===== src/rtl/rand_pkg.sv =====
// rand_pkg: shared types for the random-number prefetcher.
// Holds the FSM state encoding and the generator register offsets.
package rand_pkg;

    typedef enum logic [2:0] {
        S_IDLE,
        S_STRM,
        S_READ,
        S_NEXT,
        S_GAP
    } state_t;

    localparam logic [31:0] OFF_NUM    = 32'h0;
    localparam logic [31:0] OFF_STREAM = 32'h4;

endpackage


===== src/rtl/rand_fifo.sv =====
// rand_fifo: first-word-fall-through word FIFO for prefetched numbers.
// Ports: push/data in, pop/head out, flush clears, count/valid report fill.
module rand_fifo
    import rand_pkg::*;
#(
    parameter int DEPTH = 8
) (
    input  logic        clk_i,
    input  logic        rst_i,
    input  logic        push,
    input  logic        pop,
    input  logic        flush,
    input  logic [31:0] data,
    output logic [31:0] head,
    output logic [6:0]  count,
    output logic        valid
);

    localparam int AW = (DEPTH > 1) ? $clog2(DEPTH) : 1;
    localparam logic [AW-1:0] PTR_ONE = AW'(1);

    logic [31:0]   mem [DEPTH];
    logic [AW-1:0] wp;
    logic [AW-1:0] rp;
    logic          do_push;
    logic          do_pop;

    assign valid   = (count != 7'd0);
    assign head    = mem[rp];
    // A flush wins over anything else in the same cycle.
    assign do_pop  = pop & valid & ~flush;
    assign do_push = push & ~flush;

    always_ff @(posedge clk_i or posedge rst_i) begin
        if (rst_i) begin
            wp    <= '0;
            rp    <= '0;
            count <= '0;
        end else if (flush) begin
            wp    <= '0;
            rp    <= '0;
            count <= '0;
        end else begin
            if (do_push) wp <= wp + PTR_ONE;
            if (do_pop)  rp <= rp + PTR_ONE;
            case ({do_push, do_pop})
                2'b10:   count <= count + 7'd1;
                2'b01:   count <= count - 7'd1;
                default: ;
            endcase
        end
    end

    always_ff @(posedge clk_i) begin
        if (do_push) mem[wp] <= data;
    end

endmodule


===== src/rtl/rand_prefetch.sv =====
// rand_prefetch: Wishbone master that keeps a FIFO of random numbers full.
// Ports: wishbone master (cyc/stb/we/sel/adr/dat, ack/dat_i), stream_i
// selects the generator stream, rd_i pops dout_o, err_o flags a bus timeout.
module rand_prefetch
    import rand_pkg::*;
#(
    parameter logic [31:0] RAND_ADDR = 32'hFDFF4000,
    parameter int          DEPTH     = 8,
    parameter int          TMO       = 255
) (
    input  logic        clk_i,
    input  logic        rst_i,
    output logic        cyc_o,
    output logic        stb_o,
    output logic        we_o,
    output logic [3:0]  sel_o,
    output logic [31:0] adr_o,
    output logic [31:0] dat_o,
    input  logic        ack_i,
    input  logic [31:0] dat_i,
    input  logic [9:0]  stream_i,
    input  logic        rd_i,
    output logic [31:0] dout_o,
    output logic        valid_o,
    output logic [6:0]  count_o,
    output logic        err_o
);

    localparam int TW = (TMO > 1) ? $clog2(TMO + 1) : 1;
    localparam logic [TW-1:0] TMO_LAST = TW'(TMO - 1);
    localparam logic [6:0]    DEPTH_C  = 7'(DEPTH);

    state_t        state;
    state_t        state_nx;
    state_t        pick;
    logic [TW-1:0] wcnt;
    logic [9:0]    cur_stream;
    logic          strm_ok;
    logic          pend_next;
    logic          bus;
    logic          ack;
    logic          tmo;
    logic          done;
    logic          need_strm;
    logic          room;

    assign bus  = (state == S_STRM) || (state == S_READ) || (state == S_NEXT);
    assign ack  = ack_i & bus;
    assign tmo  = bus & ~ack_i & (wcnt == TMO_LAST);
    assign done = ack | tmo;

    assign need_strm = ~strm_ok | (stream_i != cur_stream);
    assign room      = (count_o < DEPTH_C);

    // An acked READ owes the generator a NEXT before anything else.
    always_comb begin
        pick = S_IDLE;
        if (pend_next)      pick = S_NEXT;
        else if (need_strm) pick = S_STRM;
        else if (room)      pick = S_READ;
    end

    always_comb begin
        state_nx = state;
        unique case (state)
            S_IDLE, S_GAP: state_nx = pick;
            S_STRM, S_READ, S_NEXT: begin
                if (done) state_nx = S_GAP;
            end
            default: state_nx = S_IDLE;
        endcase
    end

    always_comb begin
        cyc_o = 1'b0;
        stb_o = 1'b0;
        we_o  = 1'b0;
        adr_o = '0;
        dat_o = '0;
        unique case (state)
            S_STRM: begin
                cyc_o = 1'b1;
                stb_o = 1'b1;
                we_o  = 1'b1;
                adr_o = RAND_ADDR + OFF_STREAM;
                dat_o = {22'd0, cur_stream};
            end
            S_READ: begin
                cyc_o = 1'b1;
                stb_o = 1'b1;
                adr_o = RAND_ADDR + OFF_NUM;
            end
            S_NEXT: begin
                cyc_o = 1'b1;
                stb_o = 1'b1;
                we_o  = 1'b1;
                adr_o = RAND_ADDR + OFF_NUM;
            end
            default: ;
        endcase
    end

    assign sel_o = stb_o ? 4'hF : 4'h0;

    always_ff @(posedge clk_i or posedge rst_i) begin
        if (rst_i) begin
            state      <= S_IDLE;
            wcnt       <= '0;
            cur_stream <= '0;
            strm_ok    <= 1'b0;
            pend_next  <= 1'b0;
            err_o      <= 1'b0;
        end else begin
            state <= state_nx;
            wcnt  <= (bus && !done) ? wcnt + TW'(1) : '0;
            if (tmo) err_o <= 1'b1;
            // Stream is captured on STRM entry so dat_o stays stable;
            // it only counts as written once the responder acks.
            if (state != S_STRM && state_nx == S_STRM) begin
                cur_stream <= stream_i;
                strm_ok    <= 1'b0;
            end else if (state == S_STRM && ack) begin
                strm_ok <= 1'b1;
            end
            if (state == S_READ && ack) pend_next <= 1'b1;
            else if (state == S_NEXT)   pend_next <= 1'b0;
        end
    end

    rand_fifo #(
        .DEPTH(DEPTH)
    ) u_fifo (
        .clk_i(clk_i),
        .rst_i(rst_i),
        .push (state == S_READ && ack),
        .pop  (rd_i),
        .flush(state == S_STRM && ack),
        .data (dat_i),
        .head (dout_o),
        .count(count_o),
        .valid(valid_o)
    );

endmodule


===== config.mk =====
export PLATFORM = sky130hd
export DESIGN_NAME = rand_prefetch
export DESIGN_NICKNAME = d
export VERILOG_FILES = /design/src/rtl/rand_pkg.sv /design/src/rtl/rand_fifo.sv /design/src/rtl/rand_prefetch.sv
export SDC_FILE = /design/constraint.sdc
export NUM_CORES = 1
export LEC_CHECK = 0
export CAP_MARGIN = 10
export CORE_MARGIN = 1
export CORE_UTILIZATION = 35
export DETAILED_ROUTE_END_ITERATION = 7
export HOLD_SLACK_MARGIN = 0.08
export PLACE_DENSITY = 0.52
export SYNTH_ARGS = -nofsm -noshare
export SYNTH_HDL_FRONTEND = slang
export SYNTH_SLANG_ARGS = --single-unit

===== constraint.sdc =====
create_clock -name clk_i -period 9.8 [get_ports clk_i]
set_clock_uncertainty 0.15 [all_clocks]
set_input_delay 2.45 -clock clk_i [delete_from_list [all_inputs] [get_ports clk_i]]
set_output_delay 2.45 -clock clk_i [all_outputs]
set_load 0.005 [all_outputs]

== Word-level counts from Yosys, hierarchy flattened ==
Memories as Yosys holds them, arrays and structs flattened.
Index checks and enable logic that the tools add are counted.

* Flip-flop bits (word level): 37
* Bits in latches: 0
* Bits in writable memories: 256
* Memory bits (read-only): 0
* Input port bits: 46
* Output and inout port bits: 112
* Memories kept: 1

* Add/sub/neg operators: 5
* Multiply operators: 0
* Divide/modulo/power cells: 0
* $lt $le $gt $ge: 1
* Eq/ne operators: 10
* Shifts and indexed selects: 0
* Muxes and demuxes: 23
* Bitwise logic cells: 11
* Reduce and logical (&&, ||, !) cells: 18

{| class="wikitable"
|+ Memory list
! name !! words !! bits a word !! rd ports !! clocked after Yosys merged registers in !! wr ports !! RTL line !! RTL
|-
| u_fifo.mem || 8 || 32 || 1 || 0 || 1 || rand_fifo.sv:22 || <nowiki>logic [31:0] mem [DEPTH];</nowiki>
|}

{| class="wikitable"
|+ Operators with widths
! operator !! count
|-
| 32-bit one-hot mux with 2 select lines || 1
|-
| 3-bit two-way mux || 5
|-
| 7-bit one-hot mux with 2 select lines || 1
|-
| 10-bit two-way mux || 1
|-
| 10-bit != test || 1
|-
| 8-bit by 1-bit adder with 8-bit output, second input constant || 1
|-
| 8-bit == test, second input constant || 1
|-
| 1-bit two-way mux || 8
|-
| 8-bit two-way mux || 1
|-
| 2-bit nonzero test || 4
|-
| 7-bit by 1-bit adder with 7-bit output, second input constant || 1
|-
| 7-bit by 4-bit < comparator with 1-bit output, second input constant || 1
|-
| 7-bit two-way mux || 1
|-
| 7-bit nonzero test || 1
|-
| 7-bit by 1-bit subtractor with 7-bit output, second input constant || 1
|-
| 3-bit by 1-bit adder with 3-bit output, second input constant || 2
|-
| 1-bit bitwise AND || 6
|-
| 3-bit by 1-bit == test with 1-bit output, second input constant || 2
|-
| 3-bit by 2-bit == test with 1-bit output, second input constant || 2
|-
| 2-bit two-way mux || 3
|-
| 3-bit one-hot mux with 2 select lines || 1
|-
| 2-bit OR reduction || 3
|-
| 1-bit logical AND || 4
|-
| 4-bit two-way mux || 1
|-
| other kinds (11) || 15
|}

== Logic depth before layout (Yosys ltp) ==
Gate-level depths: netlist of run 1.

* Depth in word-level cells: 11
* Depth in mapped cells: 11

== By module ==
From an unflattened synthesis of run 1, not the netlist that was laid out.

* Cell total of the unflattened synthesis: 652
* Area total of the unflattened synthesis: 12346.8 um2

{| class="wikitable"
|+ By module, submodules not included
! module !! instances !! cells an instance !! area an instance (um2) !! seq. area each (um2)
|-
| rand_fifo || 1 || 484 || 10699.0 || 8012.7
|-
| rand_prefetch || 1 || 168 || 1647.8 || 600.6
|}

== Least setup slack after synthesis of run 1 ==
Ideal clock, no wire load.

* Kind: in2reg
* Start: input ack_i
* End: memory u_fifo.mem[0][0], enable pin
* Library setup time: 461 ps
* Data arrival time: 5048 ps
* Data required time: 9189 ps
* Setup slack: 4141 ps
* Stages on the path: 3
* Path buffers: 0
* Path through: and4bb_2 > nand2b_1 > nor3_1

* Cells in the longest elaborated chain, start to end: 6
* Elaborated cells on any way between the ends: 7
* Classes of those cells: 2 x mux; 3 x bitwise; 2 x reduce/logical

{| class="wikitable"
|+ RTL lines
! item !! RTL line !! RTL
|-
| start, declared || rand_prefetch.sv:19 || <nowiki>input logic ack_i,</nowiki>
|-
| 1-bit bitwise AND (*) || rand_prefetch.sv:48 || <nowiki>assign ack = ack_i & bus;</nowiki>
|-
| 1-bit logical AND || rand_prefetch.sv:137 || <nowiki>.flush(state == S_STRM && ack),</nowiki>
|-
| 1-bit NOT || rand_fifo.sv:32 || <nowiki>assign do_push = push & ~flush;</nowiki>
|-
| 1-bit bitwise AND (*) || rand_fifo.sv:32 ||
|-
| 1-bit two-way mux (*) || rand_fifo.sv:55 || <nowiki>if (do_push) mem[wp] <= data;</nowiki>
|-
| 1-bit two-way mux (implied by the code) (*) || rand_fifo.sv:55 ||
|-
| end, declared || rand_fifo.sv:22 ||
|}

Every way passes the cells marked *; elsewhere a longest branch is shown, timed or not.

== Worst setup path in the final report of run 1 ==
* Start: register u_fifo.rp[0]
* End: output dout_o[19]

* Cells in the longest elaborated chain, start to end: 1

{| class="wikitable"
|+ RTL lines
! item !! RTL line !! RTL
|-
| start, declared || rand_fifo.sv:24 || <nowiki>logic [AW-1:0] rp;</nowiki>
|-
| start signal, assigned || rand_fifo.sv:45 || <nowiki>if (do_pop) rp <= rp + PTR_ONE;</nowiki>
|-
| memory 8 x 32 bit || - ||
|-
| end, declared || rand_prefetch.sv:23 || <nowiki>output logic [31:0] dout_o,</nowiki>
|}

No other way between the ends.

==> impl_results.md, run 1 <==
- Hold_buf cts: 0
- Vias per Instance: 4.86
- Status: finished, final reports clean
- Final nets: 818
- Cell Chain, Critical Path: buf_4, mux4_2, mux2_2, clkdlybuf4s50_1
- Number of antenna violations at the first check in global routing: 0
- Leak pwr: 0.00486 uW
- Initial DRC Count: 316
- GPL Wtd Cong: about 0.74
- First-pass GRT wire length: 38,200 microns
- DRC: 0
- Number of synthesized flops with an enable pin: around 260
- RSZ-0062 raised after global routing: false
- Die area: about 36,000 sq um
- Worst hold stages: 2
- Ys flop type: edfxtp_1
- H-tree levels: 1
- P&R area growth vs syn: 20.1%
- Worst Path Required: a little over 7 ns
- GRT Util Overall: 0.140
- Setup repair bufs after CTS: 0
- Flops & latches, synth: 293
- Rows: 67
- P per Cell Area: 267 nW/um^2
- Worst Slack Setup Final: 3.73 ns
- Die X: 188 microns
- CTS sink count: 293
- Final Critical Period: 6.07 ns
- Root Driver: clkbuf_16
- Gate count after technology mapping: between 600 and 700
- Tcrit/Tclk final: 0.619
- Fmax: 0.165 GHz
- Max Cap Viol: 0
- Worst slack at placement: 4.09 ns
- Height of the die: 188 microns
- Vias in the first global route: 6,426
- ANT nets after route: 0
- Final Hold Vio Count: 0
- Worst-margin pin slew: 1.11 ns
- R2R Setup Slk: around 6.3 ns
- Critical path arrival: about 3.5 ns
- IO Count: roughly 160
- Worst vdd ir: 0.135 mV
- Finish-stage setup viols: 0
- Seq/Total Area, Yosys: 0.708
- Total Wirelength: 24,800 microns
- Net Sw Frac: 0.273
- Slowest CP cell: buf_4
- Reg2reg path depth: 9
- Pin count of the biggest net entering global routing: 53
- Min-Delay Path Class: flop to flop
- CTS resizes: 0
- Number of synthesis warnings: 0
- Logic pwr share: 0.321
- Slew Limit Fails: 0
- Setup tns final: 0 ns
- CTS tree: done
- Switching Power: 1060 uW
- Internal power: 2830 uW
- Avg Inst Size Synth: 19.1 sq um
- Sequential share of power: 0.401
- Initial Util: 0.359
- Clk buf depth: 3
- CTS buffer count: 31
- Clock power frac: 0.278
- Slew Limit Headroom: 0.262
- Syn Std Cell Area: 12,200 sq um
- Startpoint Class: flop
- Drt pass-1 iters: 4
- CP Max Fanout: 43
- N_diodes: 0
- DP Wirelength: 14,300 microns
- Share of layout cells above drive strength 1: 0.230
- Crit Path Class: flop to output port
- Clk slew on worst S/H paths: 0.06 ns
- GRT overflow: 0
- Clock latency at the later pin of the worst-skew pair: roughly 0.55 ns
- CP Capture Type: output port
- Input/output buffers: 120
- Via count: about 6,000
- WL/cell: 20.2 microns
- Core area: 33,900 sq um
- Worst path max stage delay: 0.78 ns
- Async SR Flop Fraction: 0.126
- Unique cell type count in the Yosys netlist: 51
[power by group through the flow]
stage                     clock network (uW)  registers (uW)  logic (uW)
after global placement                     0            1590        1250
after global routing                    1160            1580        1360
final                                   1080            1560        1250
after floorplan                            0            1500         865
after CTS                               1110            1570        1270
after detailed placement                   0            1590        1260
[per-layer routing]
layer	GRT usage	share of wire
met1	0.190	0.45
met2	0.236	0.50
met3	0.0248	0.041
met4	0.0326	0.018
met5	0	0
[cell families after synthesis]
family	share of synthesized area
multiplexers	0.159
AO/OA/AOI/OAI	0.0158
adder cells (fa/ha/maj)	0.0119
other	0.000308
flip-flops	0.708
AND/OR/NAND/NOR	0.0420
buffers and inverters	0.0473
XOR/XNOR	0.0158
[metrics by stage]
| stage | hold slack [ns] | cell area [sq um] | cells | total power (uW) | util |
|---|---|---|---|---|---|
| after detailed placement | 0.322 | 13700 | 1175 | 2850 | 0.403 |
| after CTS | 0.337 | 14600 | 1231 | 3950 | 0.431 |
| after global placement | 0.323 | 13700 | 1175 | 2840 | 0.403 |
| after global routing | 0.369 | 14600 | 1232 | 4100 | 0.431 |
| final | 0.324 | 14600 | 1232 | 3890 | 0.431 |
| after floorplan | 0.304 | 12300 | 674 | 2360 | - |
[worst paths after layout]
path,start,to
min in group asynchronous,rst_i,u_fifo.count[1]$_DFFE_PP0P_
max reg2reg,u_fifo.count[3]$_DFFE_PP0P_,u_fifo.count[6]$_DFFE_PP0P_
max,u_fifo.rp[0]$_DFFE_PP0P_,dout_o[19]
max in group asynchronous,rst_i,u_fifo.rp[0]$_DFFE_PP0P_
min,err_o$_DFFE_PP0P_,err_o$_DFFE_PP0P_
min reg2reg,err_o$_DFFE_PP0P_,err_o$_DFFE_PP0P_
[area by class of cell]
cell class | count | area [sq um]
clock inverters | 17 | 136
repair buffers | 134 | 1310
inverters | 4 | 15.0
well taps | 448 | 561
fillers | 2988 | 19300
flip-flops and latches | 293 | 8620
clock buffers | 39 | 806
multi-input cells | 297 | 3170
[cell usage after synthesis, types with 4 or more instances]
cell / number / area [sq um]
ha_1: 10 / 125
nor3_1: 4 / 20.0
and2_1: 11 / 68.8
buf_1: 4 / 15.0
nand2b_1: 4 / 25.0
mux2_2: 42 / 473
buf_6: 5 / 56.3
dfrtp_1: 37 / 926
nor2_1: 28 / 105
inv_1: 4 / 15.0
mux4_2: 64 / 1440
nand4_1: 5 / 31.3
a21oi_1: 4 / 20.0
xnor2_1: 12 / 105
xor2_1: 10 / 87.6
buf_2: 4 / 20.0
nand2_1: 14 / 52.6
nand3_1: 7 / 35.0
edfxtp_1: 256 / 7690
clkbuf_1: 9 / 33.8
buf_4: 58 / 435
[layout by cell type, fill, tap and decap left out, types with 12 or more instances in the layout]
cell type	n
mux2_2	42
buf_4	13
edfxtp_1	256
clkdlybuf4s50_1	120
dfrtp_1	34
xnor2_1	12
mux4_2	64
clkbuf_16	31
conb_1	37
nand2_1	14
nor2_1	22
[critical path: cells and delay by family, from the launching register on]
kind     cells  cell delay, ns
mux          2            0.88
buf+inv      2            1.29
flops        1            0.74
[flip-flops by register name, indices dropped and copies added, names as in the netlist, 3 cells and up]
register and cells:
u_fifo.mem 256, cur_stream 10, wcnt 8, u_fifo.rp 3
u_fifo.count 7, state 3, u_fifo.wp 3
Power figures use the tool's default switching activity.
==> run 2, diff against run 1 <==
clock period = 5.68 ns   (was 9.8 ns; I/O delays follow)
==> run 2 against run 1 <==
Compared with the run above:
- core utilization up 0.25 points
- final cell count up 0.16%
- setup slack worse by 2.7 ns
- total power up 75%
- count of clock-buffer cells in the layout up 5
- sequential cell count unchanged
- final area up 0.59%
- non-clock buffer count up 1
- first-iteration DRC count up 0.32%
- die area unchanged
- register-to-register slack worse by 4.1 ns
- sequential power up 73%
- critical path type unchanged
- largest power group unchanged
- highest routed layer unchanged
==> impl_results.md, run 2 (synthesis gave the netlist of run 1 again) <==
- GRT overflow: 0 (unchanged)
- Slew Limit Fails: 0 (unchanged)
- Pin count of the biggest net entering global routing: 49 (-7.5%)
- Cell Chain, Critical Path: buf_4, mux4_2, mux2_2, clkdlybuf4s50_1
- Final Util: 0.434 (+0.00255)
- CP Max Fanout: 23 (-47%)
- IO Count: 158 (unchanged)
- Largest register by flop count: u_fifo.mem
- Rows: 67 (unchanged)
- DRC: 0 (unchanged)
- Fmax: 0.216 GHz
- RSZ-0062 raised after global routing: false
- Logic pwr share: 0.320 (about the same)
- Share of layout cells above drive strength 1: 0.228 (-0.00128)
- Hold wc startpoint: err_o$_DFFE_PP0P_
- Crit path launch: u_fifo.rp[0]$_DFFE_PP0P_
- P&R area growth vs syn: 20.8%
- Worst R2R Start: u_fifo.count[3]$_DFFE_PP0P_
- Core area: 33,900 sq um (unchanged)
- Startpoint Class: flop
- Worst Path Required: 4.11 ns (-3.09 ns)
- Switching Power: 1840 uW (+73%)
- Setup repair bufs after CTS: 0 (unchanged)
- First-pass GRT wire length: 38,100 microns (-0.11%)
- Final nets: 819 (+0.12%)
- Clock power frac: 0.283 (+0.005)
- Via count: 5,952 (-0.68%)
- WL/cell: 20.1 microns (-0.56%)
- FF/Latch Area: 8620 sq um (unchanged)
- Worst path max stage delay: 0.75 ns (-0.03 ns)
- Drt pass-1 iters: 4 (unchanged)
- Initial DRC Count: 317 (+0.32%)
- Sequential share of power: 0.397 (-0.004)
- Max Cap Viol: 0 (unchanged)
- CTS resizes: 0 (unchanged)
- Worst-margin pin slew: 1.08 ns (-0.0262 ns)
- CTS tree: done
- GRT Util Overall: 0.140 (-0.000902)
- Slew Limit Headroom: 0.280 (+0.0175)
- CP Capture Type: output port
- Min-Delay Path Class: flop to flop
- Hold_buf cts: 0 (unchanged)
- Finish-stage setup viols: 0 (unchanged)
- Net Sw Frac: 0.270 (-0.00306)
- Clk slew on worst S/H paths: 0.06 ns (about the same)
- Clock latency at the later pin of the worst-skew pair: 0.54 ns (about the same)
- Total Wirelength: 24,700 microns (-0.40%)
- Fillers: 2,982 (-0.20%)
- Die X: 188 microns (unchanged)
- P per Cell Area: 463 nW/um^2 (+74%)
- Initial Util: 0.359 (unchanged)
- Root Driver: clkbuf_16
- Clk buf depth: 3 (unchanged)
- Vias per Instance: 4.82 (-0.85%)
- Most frequent cells in the layout: edfxtp_1, clkdlybuf4s50_1, mux4_2
- Height of the die: 188 microns (unchanged)
- Worst hold margin: 0.331 ns (+0.00744 ns)
- GPL Wtd Cong: 0.731 (-1.3%)
- Commonest non-fill, non-tap cell in the layout: edfxtp_1
- Vias in the first global route: 6,427 (+0.016%)
- Worst Slack Setup Final: 1.05 ns (-2.68 ns)
- Internal power: 4960 uW (+75%)
- Worst vdd ir: 0.349 mV (+160%)
- Leak pwr: 0.00488 uW (+0.49%)
- CTS buffer count: 31 (unchanged)
- Tcrit/Tclk final: 0.815
- Die area: 35,500 sq um (unchanged)
- Max FFs per register: 256 (unchanged)
- Slowest CP cell: dfrtp_4
- CTS sink count: 293 (unchanged)
- Crit Path Class: flop to output port
- Final Critical Period: 4.63 ns
- H-tree levels: 1 (unchanged)
- Multi-input gate area: 3170 sq um (unchanged)
- Input/output buffers: 120 (unchanged)
- Worst slack at placement: 1.07 ns (-3.02 ns)
- Critical path arrival: 3.06 ns (-0.41 ns)
- ANT nets after route: 0 (unchanged)
- Status: finished, final reports clean
- DP Wirelength: 14,600 microns (+1.8%)
- Setup tns final: 0 ns (unchanged)
- Registers with the most flip-flops: u_fifo.mem (256), cur_stream (10), wcnt (8)
- Final Hold Vio Count: 0 (unchanged)
- Number of antenna violations at the first check in global routing: 1 (+1)
==> run 2: cell count changes in the layout (fill, tap and decap cells not counted), sizes merged <==
cell,delta
buf,+1
bufinv,+1
clkbuf,+5
clkinv,-7
diode,+2
==> run 2: power groups by stage <==
stage	combinational [uW]	clock (uW)	sequential (uW)
after global placement	2180	0	2750
after detailed placement	2200	0	2760
after CTS	2220	1980	2710
after global routing	2350	2060	2740
after floorplan	1490	0	2590
final	2170	1920	2700
==> run 2: per-stage QoR <==
stage | power [uW] | cell area (sq um) | cells
2_1_floorplan | 4080 | 12300 | 674
3_3_place_gp | 4930 | 13700 | 1176
3_5_place_dp | 4960 | 13700 | 1176
4_1_cts | 6910 | 14700 | 1231
5_1_grt | 7150 | 14700 | 1232
6_report | 6800 | 14700 | 1234
==> run 2: worst paths after layout <==
path | endpoint | slack, ns | cells after the start
max | dout_o[17] | 1.05 | 4
min | err_o$_DFFE_PP0P_ | 0.33 | 2
max reg2reg | u_fifo.count[6]$_DFFE_PP0P_ | 2.16 | 9
min reg2reg | err_o$_DFFE_PP0P_ | 0.33 | 2
max in group asynchronous | u_fifo.rp[0]$_DFFE_PP0P_ | 3.85 | 3
min in group asynchronous | u_fifo.count[2]$_DFFE_PP0P_ | 1.14 | 3
==> run 2: area by class of cell <==
class	instances	share of cell area
clock inverter	11	0.00894
multi-input combinational	297	0.216
sequential	293	0.586
antenna	2	0.000340
tap	448	0.0381
inverter	4	0.00102
timing repair buffer	135	0.0928
clock buffer	44	0.0568
==> run 2: layer usage <==
layer | up-vias | share of wire | GRT usage
met2 | 128 | 0.50 | 0.235
met4 | 0 | 0.018 | 0.0316
met1 | 3106 | 0.44 | 0.186
met3 | 31 | 0.042 | 0.0278
met5 | - | 0 | 0
li1 | 2687 | - | -
==> run 2: worst max-delay path: cells and delay by family, from the launching register on <==
kind / cells / cell delay (ns)
buffers and inverters: 2 / 0.90
DFF: 1 / 0.75
muxes: 2 / 0.85
==> run 3, diff against run 2 <==
PLACE_DENSITY = 0.54   (was 0.52)
clock period = 4.25 ns   (was 5.68 ns; I/O delays follow)
==> run 3 against run 2 <==
Compared with the run above:
- count of clock-buffer cells in the layout is 4 lower
- wire length is 2.0% higher
- sequential cell count stayed put
- clock power is 35% higher
- total power is 35% higher
- critical path depth stayed put
- combinational power is 40% higher
- core utilization is 0.35 points higher
- register-to-register slack worse by 1.4 ns
- non-clock buffer count is 10 higher
- via count is 0.64% higher
- largest power group unchanged
==> impl_results.md, run 3 (synthesis gave the netlist of run 1 again) <==
- Clock latency at the later pin of the worst-skew pair: 0.54 ns (about the same)
- Leak pwr: 0.00494 uW (+1.2%)
- Worst vdd ir: 0.353 mV (+1.2%)
- Number of antenna violations at the first check in global routing: 0 (-1)
- Max Cap Viol: 0 (unchanged)
- Final Util: 0.438 (+0.00351)
- CP Max Fanout: 13 (-43%)
- Worst Path Required: 3.04 ns (-1.07 ns)
- H-tree levels: 1 (unchanged)
- Hold_buf cts: 0 (unchanged)
- Overall power: 9160 uW (+35%)
- Most frequent cells in the layout: edfxtp_1, clkdlybuf4s50_1, mux4_2
- Largest register by flop count: u_fifo.mem
- CTS buffer count: 31 (unchanged)
- Fmax: ~0.25 GHz
- WL/cell: 20.3 microns (+1.3%)
- First-pass GRT wire length: 38,600 microns (+1.3%)
- P per Cell Area: 618 nW/um^2 (+34%)
- GRT overflow: 0 (unchanged)
- Core area: 33,900 sq um (unchanged)
- Worst hold stages: 2 (unchanged)
- DRC: 0 (unchanged)
- Initial Util: 0.359 (unchanged)
- Final Critical Period: 3.99 ns
- R2R Setup Slk: 0.77 ns (-1.39 ns)
- GRT Util Overall: 0.143 (+0.00351)
- Via count: 5,990 (+0.64%)
- FF/Latch Area: 8620 sq um (unchanged)
- DP Wirelength: 15,100 microns (+3.3%)
- CTS resizes: 0 (unchanged)
- GPL Wtd Cong: 0.730 (-0.18%)
- CP Capture Type: output port
- Final Hold Vio Count: 0 (unchanged)
- Final nets: 829 (+1.2%)
- Status: finished, final reports clean
- P&R area growth vs syn: 21.8%
- Rows: 67 (unchanged)
- Registers with the most flip-flops: u_fifo.mem (256), cur_stream (10), wcnt (8)
- Min-Delay Path Class: flop to flop
- Share of layout cells above drive strength 1: 0.244 (+0.0157)
- Commonest non-fill, non-tap cell in the layout: edfxtp_1
- Pin count of the biggest net entering global routing: 59 (+20%)
- Total Wirelength: 25,200 microns (+2.0%)
- CTS sink count: 293 (unchanged)
- Crit Path Class: flop to output port
- Critical path arrival: 2.78 ns (-0.28 ns)
- Die area: 35,500 sq um (unchanged)
- Tcrit/Tclk final: 0.939
- Startpoint Class: flop
- Vias in the first global route: 6,509 (+1.3%)
- Vias per Instance: 4.82 (about the same)
- Setup tns final: 0 ns (unchanged)
- Setup repair bufs after CTS: 0 (unchanged)
- Max FFs per register: 256 (unchanged)
- Multi-input gate area: 3180 sq um (+0.39%)
- Clk buf depth: 3 (unchanged)
- Finish-stage setup viols: 0 (unchanged)
- ANT nets after route: 0 (unchanged)
- Root Driver: clkbuf_16
- RSZ-0062 raised after global routing: false
- Slew Limit Headroom: 0.406 (+0.127)
- CTS tree: done
- Fillers: 2,981 (-0.034%)
- IO Count: 158 (unchanged)
- Reg2reg path depth: 9 (unchanged)
- Drt pass-1 iters: 4 (unchanged)
- Clk slew on worst S/H paths: 0.06 ns (about the same)
- Slew Limit Fails: 0 (unchanged)
- Die X: 188 microns (unchanged)
- Height of the die: 188 microns (unchanged)
- Worst-margin pin slew: 0.889 ns (-0.191 ns)
- N_diodes: 0 (-2)
- Input/output buffers: 120 (unchanged)
- Initial DRC Count: 316 (-0.32%)
run 3: area by class of cell:
| class | instances | area share |
|---|---|---|
| repair buffers | 145 | 0.0979 |
| clock inverters | 16 | 0.0108 |
| multi-input cells | 297 | 0.215 |
| well taps | 448 | 0.0378 |
| inverters | 4 | 0.00101 |
| flip-flops and latches | 293 | 0.582 |
| clock buffers | 40 | 0.0560 |
run 3: final timing paths:
check / end / start
max: dout_o[12] / u_fifo.rp[0]$_DFFE_PP0P_
min: err_o$_DFFE_PP0P_ / err_o$_DFFE_PP0P_
max reg2reg: u_fifo.count[6]$_DFFE_PP0P_ / u_fifo.count[5]$_DFFE_PP0P_
min reg2reg: err_o$_DFFE_PP0P_ / err_o$_DFFE_PP0P_
max in group asynchronous: u_fifo.count[6]$_DFFE_PP0P_ / rst_i
min in group asynchronous: u_fifo.rp[1]$_DFFE_PP0P_ / rst_i
run 3: layer usage:
metal / GRT usage / vias to the layer above / wire [microns]
li1: - / 2702 / -
met1: 0.183 / 3092 / 10600
met2: 0.251 / 162 / 12900
met3: 0.0272 / 34 / 1250
met4: 0.0301 / 0 / 448
met5: 0 / - / 0
run 3: metrics by stage:
step,setup slack [ns],hold slack [ns],instance area [sq um],cells
finish,0.257,0.326,14800,1243
CTS,0.187,0.328,14800,1243
detailed placement,0.155,0.301,13800,1187
global placement,0.271,0.320,13800,1187
floorplan,0.701,0.304,12300,674
global route,0.126,0.389,14800,1243
run 3: worst max-delay path, stage by stage (launching register included):
cell and delay [ns]:
dfrtp_4 0.61, buf_4 0.31, mux4_2 0.53, mux2_2 0.27, clkdlybuf4s50_1 0.51
run 3: power by group:
| group | internal (uW) | switching [uW] | leakage (uW) |
|---|---|---|---|
| Combinational | 1840 | 1190 | 0.00170 |
| Clock | 1550 | 1050 | 0.000476 |
| Sequential | 3300 | 234 | 0.00277 |
